[src/rtl/demux_1to4_stream.sv]
// rtl/demux_1to4_stream.sv - registered 1-to-4 valid/ready stream demux with broadcast
module demux_1to4_stream (
  input  logic        clock,
  input  logic        reset,
  input  logic        in_valid,
  output logic        in_ready,
  input  logic [31:0] in_data,
  input  logic [1:0]  in_dest,
  input  logic        in_bcast,
  output logic [3:0]  out_valid,
  input  logic [3:0]  out_ready,
  output logic [31:0] out_data0,
  output logic [31:0] out_data1,
  output logic [31:0] out_data2,
  output logic [31:0] out_data3,
  output logic [15:0] accept_count
);

  typedef enum logic {
    EMPTY = 1'b0,
    FULL  = 1'b1
  } chan_state_e;

  chan_state_e state_q [4];
  chan_state_e state_d [4];
  logic [31:0] data_q  [4];
  logic [31:0] data_d  [4];
  logic [15:0] count_q;
  logic [15:0] count_d;

  logic [3:0] free;
  logic [3:0] load;
  logic       accept;

  // Handshake: a channel is free when empty or draining this cycle; broadcast needs all four
  always_comb begin
    free = '0;
    for (int i = 0; i < 4; i++) begin
      free[i] = (state_q[i] == EMPTY) | out_ready[i];
    end
    if (reset) begin
      in_ready = 1'b0;
    end else if (in_bcast) begin
      in_ready = &free;
    end else begin
      in_ready = free[in_dest];
    end
    accept = in_valid & in_ready;
  end

  // Next state per channel: load wins over drain so a drain+load keeps the channel full
  always_comb begin
    load = '0;
    for (int i = 0; i < 4; i++) begin
      load[i]    = accept & (in_bcast | (in_dest == 2'(i)));
      state_d[i] = state_q[i];
      data_d[i]  = data_q[i];
      case (state_q[i])
        EMPTY: begin
          if (load[i]) begin
            state_d[i] = FULL;
          end
        end
        FULL: begin
          if (out_ready[i] && !load[i]) begin
            state_d[i] = EMPTY;
          end
        end
        default: state_d[i] = EMPTY;
      endcase
      if (load[i]) begin
        data_d[i] = in_data;
      end
    end
    count_d = count_q + {15'd0, accept};
  end

  // State registers; reset discards held words and clears the accept counter
  always_ff @(posedge clock) begin
    if (reset) begin
      for (int i = 0; i < 4; i++) begin
        state_q[i] <= EMPTY;
        data_q[i]  <= 32'h0;
      end
      count_q <= 16'h0;
    end else begin
      for (int i = 0; i < 4; i++) begin
        state_q[i] <= state_d[i];
        data_q[i]  <= data_d[i];
      end
      count_q <= count_d;
    end
  end

  // Registered outputs straight from channel state
  always_comb begin
    out_valid = '0;
    for (int i = 0; i < 4; i++) begin
      out_valid[i] = (state_q[i] == FULL);
    end
  end

  assign out_data0    = data_q[0];
  assign out_data1    = data_q[1];
  assign out_data2    = data_q[2];
  assign out_data3    = data_q[3];
  assign accept_count = count_q;

endmodule

[config.mk]
export PLATFORM = sky130hd
export DESIGN_NAME = demux_1to4_stream
export DESIGN_NICKNAME = d
export VERILOG_FILES = /design/src/rtl/demux_1to4_stream.sv
export SDC_FILE = /design/constraint.sdc
export NUM_CORES = 1
export LEC_CHECK = 0
export ABC_AREA = 1
export CORE_MARGIN = 2
export CORE_UTILIZATION = 40
export DETAILED_ROUTE_END_ITERATION = 12
export MAX_ROUTING_LAYER = met4
export PLACE_DENSITY = 0.7
export REMOVE_ABC_BUFFERS = 1
export SYNTH_ARGS = -nofsm -noshare
export SYNTH_HDL_FRONTEND = slang
export SYNTH_SLANG_ARGS = --single-unit
[constraint.sdc]
create_clock -name clock -period 3.1 [get_ports clock]
set_clock_uncertainty 0.2 [all_clocks]
set_input_delay 0.465 -clock clock [delete_from_list [all_inputs] [get_ports clock]]
set_output_delay 0.465 -clock clock [all_outputs]
set_load 0.05 [all_outputs]
# == After elaboration in Yosys (flattened, before gate mapping) ==
# Memory sizes are Yosys's and may differ from the RTL's.
# Index checks and enable logic that the tools add are counted.
# op_classes
addsub,1
order_cmp,1
n_eq_ne,3
mux,31
n_bitwise,25
reduce_logical,10
# ops
cell,count
32-bit 2-to-1 mux,8
1-bit 2-to-1 mux,18
16-bit by 1-bit adder with 16-bit output,1
1-bit OR,16
1-bit one-hot mux with 2 select lines,4
1-bit bitwise AND,5
"2-bit == test, second input constant",2
1-bit logical AND,4
1-bit logical NOT,4
1-bit NOT,4
4-bit AND reduction,1
"2-bit by 3-bit less-than comparator with 1-bit output, second input constant",1
1-bit binary-select mux with 2-bit select,1
"2-bit by 1-bit == test with 1-bit output, second input constant",1
2-bit logical NOT,1
# totals
ff_bits,16
mem_bits_rw,132
input_bits,42
word_cells,74
mem_count,2
# mem_list
memory,depth,width,read_ports,rd_ports_with_merged_regs,write_ports,line_no,rtl
data_q,4,32,4,0,4,26,logic [31:0] data_q [4];
state_q,4,1,4,0,4,24,chan_state_e state_q [4];

# == Depth between registers and ports, before layout ==
# Gate-level depths: netlist (run 1).
# logic_depth
word_depth,13
mapped_depth,15
depth_no_buf,15

# == Worst setup path before layout (run 1) ==
# No wires, ideal clock.
# synth_path
kind,input port to flip-flop
startpoint,in in_valid
endpoint,"reg count_q[12], in the netlist accept_count[12]"
setup_ns,0.119
arrival_ns,2.611
slack_ns,0.169
stages,13
path_cell_list,buf_2 -> buf_1 -> clkbuf_1 -> nor3b_1 -> ha_1 -> ha_1 -> nand3_1 -> nor2_1 -> nand2_1 -> nor2_1 -> nand2_1 -> o21ai_0 -> a21oi_1
# synth_between
elab_chain_len,2
# synth_lines
item,line_no,rtl
"start, declared",5,"input logic in_valid,"
1-bit bitwise AND,48,accept = in_valid & in_ready;
16-bit by 1-bit adder with 16-bit output,75,"count_d = count_q + {15'd0, accept};"
"end signal, assigned",91,count_q <= count_d;
"end, declared",28,logic [15:0] count_q;
# No other way between the ends.
# A chain may end at the register's enable or synchronous reset.

# == Final worst setup path (run 1) ==
# layout_path
startpoint,in in_dest[0]
endpoint,"reg count_q[14], in the netlist accept_count[14]"
# layout_between
elab_chain_len,6
# layout_lines
item,line_no,rtl
"start, declared",8,"input logic [1:0] in_dest,"
1-bit binary-select mux with 2-bit select,46,in_ready = free[in_dest];
1-bit 2-to-1 mux (not written as such),46,
1-bit 2-to-1 mux,43,end else if (in_bcast) begin
1-bit 2-to-1 mux,41,if (reset) begin
1-bit bitwise AND,48,
16-bit by 1-bit adder with 16-bit output,75,
# No other way between the ends. The select of a mux whose other input is x is not followed.

==> results of run 1 <==
==> area by class of cell <==
class,instances,area [um2],share of cell area
Sequential cell,148,2960,0.301
Multi-Input combinational cell,598,2750,0.280
Timing Repair Buffer,207,2060,0.210
Inverter,316,1190,0.121
Clock buffer,21,480,0.0488
Tap cell,229,287,0.0291
Clock inverter,10,105,0.0107
==> cell usage in the layout, fill, tap and decap left out, drive strengths merged, types with 2 or more instances in the layout <==
| master | synthesis | routed |
|---|---|---|
| clkinv | 0 | 6 |
| nand3 | 10 | 10 |
| o21ai | 10 | 10 |
| dfxtp | 148 | 148 |
| bufinv | 0 | 2 |
| nand2 | 278 | 278 |
| clkdlybuf4s50 | 0 | 188 |
| ha | 2 | 2 |
| a21oi | 14 | 14 |
| inv | 316 | 316 |
| and2 | 2 | 2 |
| nor3 | 3 | 3 |
| clkinvlp | 0 | 2 |
| clkbuf | 22 | 21 |
| nand4 | 131 | 131 |
| nor2 | 144 | 144 |
| buf | 47 | 19 |
==> power by group through the flow <==
stage	Combinational (mW)	Clock (mW)	Sequential [mW]
2_1_floorplan	0.419	0	2.52
3_3_place_gp	1.26	0	2.13
3_5_place_dp	1.27	0	2.13
4_1_cts	1.28	2.09	2.09
5_1_grt	1.38	2.16	2.10
6_report	1.27	2.06	2.09
==> layer usage <==
layer | track usage | vias up | wire length [um]
met4 | 0.0707 | 0 | 383
met3 | 0.0526 | 30 | 1470
li1 | - | 3662 | -
met1 | 0.289 | 3029 | 9300
met2 | 0.327 | 233 | 9350
met5 | - | - | 0
==> worst register-to-register path: cells and delay by family, from the launching register on <==
kind	cells	cell delay, ps
AO/OA/AOI/OAI	1	150
AND/OR/NAND/NOR	9	1140
flip-flops	1	320
adder cells (fa/ha/maj)	2	400
buffers and inverters	2	130
==> metrics by stage <==
step | setup slack (ps) | cells | instance area [um2] | utilization
floorplan | -1830 | 1062 | 6890 | -
global placement | 62.1 | 1498 | 9250 | 0.515
detailed placement | -70.9 | 1498 | 9250 | 0.515
CTS | 362 | 1529 | 9840 | 0.548
global route | 59.5 | 1529 | 9840 | 0.548
finish | 365 | 1529 | 9840 | 0.548
==> sequential cells by signal (all words and copies together) (netlist names) <==
signal,cells
state_q,4
accept_count,16
data_q,128
==> cells by family (layout without fill, tap and decap cells) <==
logic type      after synthesis  after routing  synth area share
simple gates                569            569             0.350
buf+inv                     385            554             0.222
flops                       148            148             0.404
compound gates               25             25            0.0177
fa+ha+maj                     2              2           0.00341
xor+xnor                      2              2           0.00239
==> worst max-delay path by stage <==
stage / slack, ps / end / start
floorplan: -1830 / data_q[0][0] / reset
global placement: 60 / accept_count[12] / in_dest[0]
detailed placement: -70 / accept_count[14] / in_dest[0]
CTS: 360 / accept_count[14] / in_dest[0]
global route: 60 / accept_count[12] / in_dest[0]
finish: 360 / accept_count[14] / in_dest[0]
==> run metrics, run 1 <==
initial antenna violation count 0; max-slew violations 0; Bufs and invs on worst path 3; critical setup path kind in -> reg; pin count of the biggest net entering global routing 133; n_diodes 0; final hold vios 0; synthesized area ~0.0073 mm2; width of the die approximately 140 um; Post-synth ARST share 0; Core Area ~0.018 mm2; worst r2r src state_q[0][1]; FMAX 0.366 GHz; Tcrit/Tclk final 0.882; GRT Resource Usage Total 0.218; Die H 139 um; fillers about 1800; Root Buffer clkbuf_16; Syn. warnings 0; CP max stage delay roughly 550 ps; Initial Util 0.408; Clock Pin Slew Worst Setup and Hold Paths approximately 60 ps; slowest CP cell clkdlybuf4s50_1; synthesis-stage register bit count about 150; Total Power 5.42 mW; Worst Path Max Fanout 4; Cell Int Power between 3 and 4 mW; CTS tree built; P_sw approximately 1.7 mW; Hold EP accept_count[12]; # hold bufs at CTS 0; RSZ-0062 raised after global routing no; most frequent cell after synthesis inv_1; power share of the combinational group 0.235; slew of the pin with the lowest slew margin a little under 900 ps; overflow left after global routing 0; GP Congestion 0.825; drc violations 0; antenna viol nets, final 0; vias in the first global route approximately 6300; WP depth 15; Syn Area/Cell 6.48 um2; total of max-cap violations 0; PostCTS Resize Cnt 0; FF-to-FF setup slack 710 ps; num rows 49; latest clock arrival within the worst-skew pair about 430 ps; min Tclk post-route 2740 ps; First DRT Iteration DRCs between 300 and 400; DIE AREA roughly 0.019 mm2; critical path launch point type primary input; outcome finished clean; top cells by area, synth dfxtp_1 (40%), inv_1 (16%), nand2_1 (14%); port buffer count 190; relative slew slack 0.405; maximum vdd ir drop a little under 0.0004 V; Main synth FF type dfxtp_1; clock share of power 0.380; Critical Path End Type register; Critical Path AT between 2000 and 3000 ps; Via Count 6954; hold depth 2; Synth top area share 0.404; Gate Count Post-Synth roughly 1100; R2R cell count 14; Power Density ~550 mW/mm2; Longest Clk Path Bufs 2; setup TNS 0 ps; Post-synth top cells inv_1 (314), nand2_1 (275), dfxtp_1 (148); P&R area growth vs syn 34.1%; first-pass GRT wire length around 33000 um; Hold Startpoint accept_count[12]; WL/cell around 13 um; WL final between 20000 and 25000 um; Post-synth EDFFs 0; cells along the critical path clkdlybuf4s50_1, buf_4, o21ai_4, nand2_1, nand2_2, nor3b_1, ha_1, ha_1, nand3_1, nor2_1, nand2_1, nor2_1, inv_1, o21ai_0, and2_1; Yosys cell types 26; post-DP HPWL 12600 um; Seq pwr share 0.385; vias per cell between 4 and 5; cts bufs inserted 17; leading area contributor after synthesis dfxtp_1; Final nets about 1300; Worst Path Required between 3000 and 4000 ps; final number of setup-violating endpoints 0; CTS Sinks about 150; # IOs 191; Hold WS 299 ps; # H-tree levels 4; layout cells sized above 1 0.0492; post-synthesis sequential area ratio 0.404; Top delay family on crit path simple AND/OR/NAND/NOR gates; Worst Hold Class reg -> reg; post-CTS setup buffers 0; Sw Ratio 0.319; iteration count of the initial detailed-routing pass 5; Worst R2R End accept_count[14]; P_leak between 4 and 5 nW
No activity file was read; power rests on OpenSTA's default activity.
==> run 2: changes to the inputs <==
CORE_MARGIN = not set   (was 2)
==> run metrics, run 2 (same netlist as run 1, synthesis figures left out) <==
outcome finished clean; # H-tree levels 4; RSZ-0062 raised after global routing no; Final nets roughly 1300; WL final 20300 um; Root Buffer clkbuf_16; port buffer count between 150 and 200; relative slew slack 0.486; antenna viol nets, final 0; area of placed instances slightly above 0.009 mm2; num rows 49; post-DP HPWL 12600 um; cts bufs inserted 17; # IOs roughly 190; P_leak 4.71 nW; Worst Path Required roughly 2400 ps; Sw Ratio 0.324; # hold bufs at CTS 0; leading cell type in the layout, fill and taps excluded inv_1; FMAX approximately 0.36 GHz; final hold vios 0; overflow left after global routing 0; width of the die roughly 140 um; layout cells sized above 1 0.0484; latest clock arrival within the worst-skew pair 420 ps; GRT Resource Usage Total 0.223; commonest non-fill, non-tap cells in the layout inv_1 (313), nand2_1 (274), clkdlybuf4s50_1 (188); vias per cell ~4.5; post-CTS setup buffers 0; cells along the critical path clkdlybuf4s50_1, inv_2, nand2_1, nand2_2, nand2_1, nand3_2, buf_4, nor2_8, buf_4, buf_12; Clock Pin Slew Worst Setup and Hold Paths roughly 60 ps; Tcrit/Tclk final 0.895; CP max stage delay 590 ps; critical setup path kind in -> out; Cell Int Power around 3.5 mW; DIE AREA approximately 0.019 mm2; GP Congestion 0.805; WL/cell roughly 13 um; Power Density between 500 and 600 mW/mm2; slew of the pin with the lowest slew margin 772 ps; final number of setup-violating endpoints 0; Seq pwr share 0.401; n_diodes 0; maximum vdd ir drop 0.000380 V; Worst Hold Class reg -> reg; critical path launch point type primary input; CTS Sinks between 100 and 150; PostCTS Resize Cnt 0; final instance area approximately 0.0098 mm2; initial antenna violation count 0; Worst Path Max Fanout 9; CTS tree built; total of max-cap violations 0; P_sw 1.68 mW; Top reg by flops data_q; Longest Clk Path Bufs 2; Via Count 6923; iteration count of the initial detailed-routing pass 5; First DRT Iteration DRCs between 500 and 600; first-pass GRT wire length 31400 um; max reg flops 128; slowest CP cell clkdlybuf4s50_1; max-slew violations 0; Initial Util 0.408; P&R area growth vs syn 33.4%; Core Area between 0.015 and 0.02 mm2; Hold WS 306 ps; vias in the first global route just under 6000; pin count of the biggest net entering global routing about 130; clock share of power 0.353; Critical Path End Type output pin; power share of the combinational group 0.245; Critical Path AT 2110 ps; Die H ~140 um; min Tclk post-route 2770 ps; drc violations 0
## run 2: area by class of cell
cell class / instances / area (um2)
multi-input combinational: 598 / 2750
inverter: 316 / 1190
tap: 229 / 287
clock buffer: 23 / 488
fill: 1806 / 8180
timing repair buffer: 211 / 2080
clock inverter: 5 / 28.8
sequential: 148 / 2960
## run 2: worst max-delay path, delay by kind of cell
kind / cells / cell delay [ps]
buf+inv: 5 / 1170
simple gates: 5 / 470
## run 2: path summary, 6_finish.rpt
path	startpoint	end	slack, ps	depth (start not counted)
max	in_dest[0]	in_ready	330	10
min	data_q[2][10]	data_q[2][10]	310	4
max reg2reg	state_q[0][3]	accept_count[14]	720	14
min reg2reg	data_q[2][10]	data_q[2][10]	310	4
## run 2: routing by layer
layer / GRT usage / routed length, um
met5: - / 0
met4: 0.0665 / 203
met3: 0.0464 / 1470
met2: 0.334 / 9180
met1: 0.301 / 9430
## run 2: power groups by stage
stage               Sequential (mW)  Combinational, mW  Clock (mW)
floorplan                      2.52              0.419           0
global placement               2.13               1.26           0
detailed placement             2.13               1.27           0
CTS                            2.09               1.28        1.88
global route                   2.10               1.38        1.96
finish                         2.09               1.28        1.84
## run 2: stage by stage
stage | util | TNS [ps] | total power, mW | setup WS [ps] | std cells
floorplan | - | -259870 | 2.94 | -1830 | 1062
global placement | 0.516 | 0 | 3.39 | 28.9 | 1502
detailed placement | 0.516 | -126 | 3.41 | -65.7 | 1502
CTS | 0.545 | 0 | 5.25 | 316 | 1530
global route | 0.545 | 0 | 5.44 | 48.4 | 1530
finish | 0.545 | 0 | 5.20 | 326 | 1530
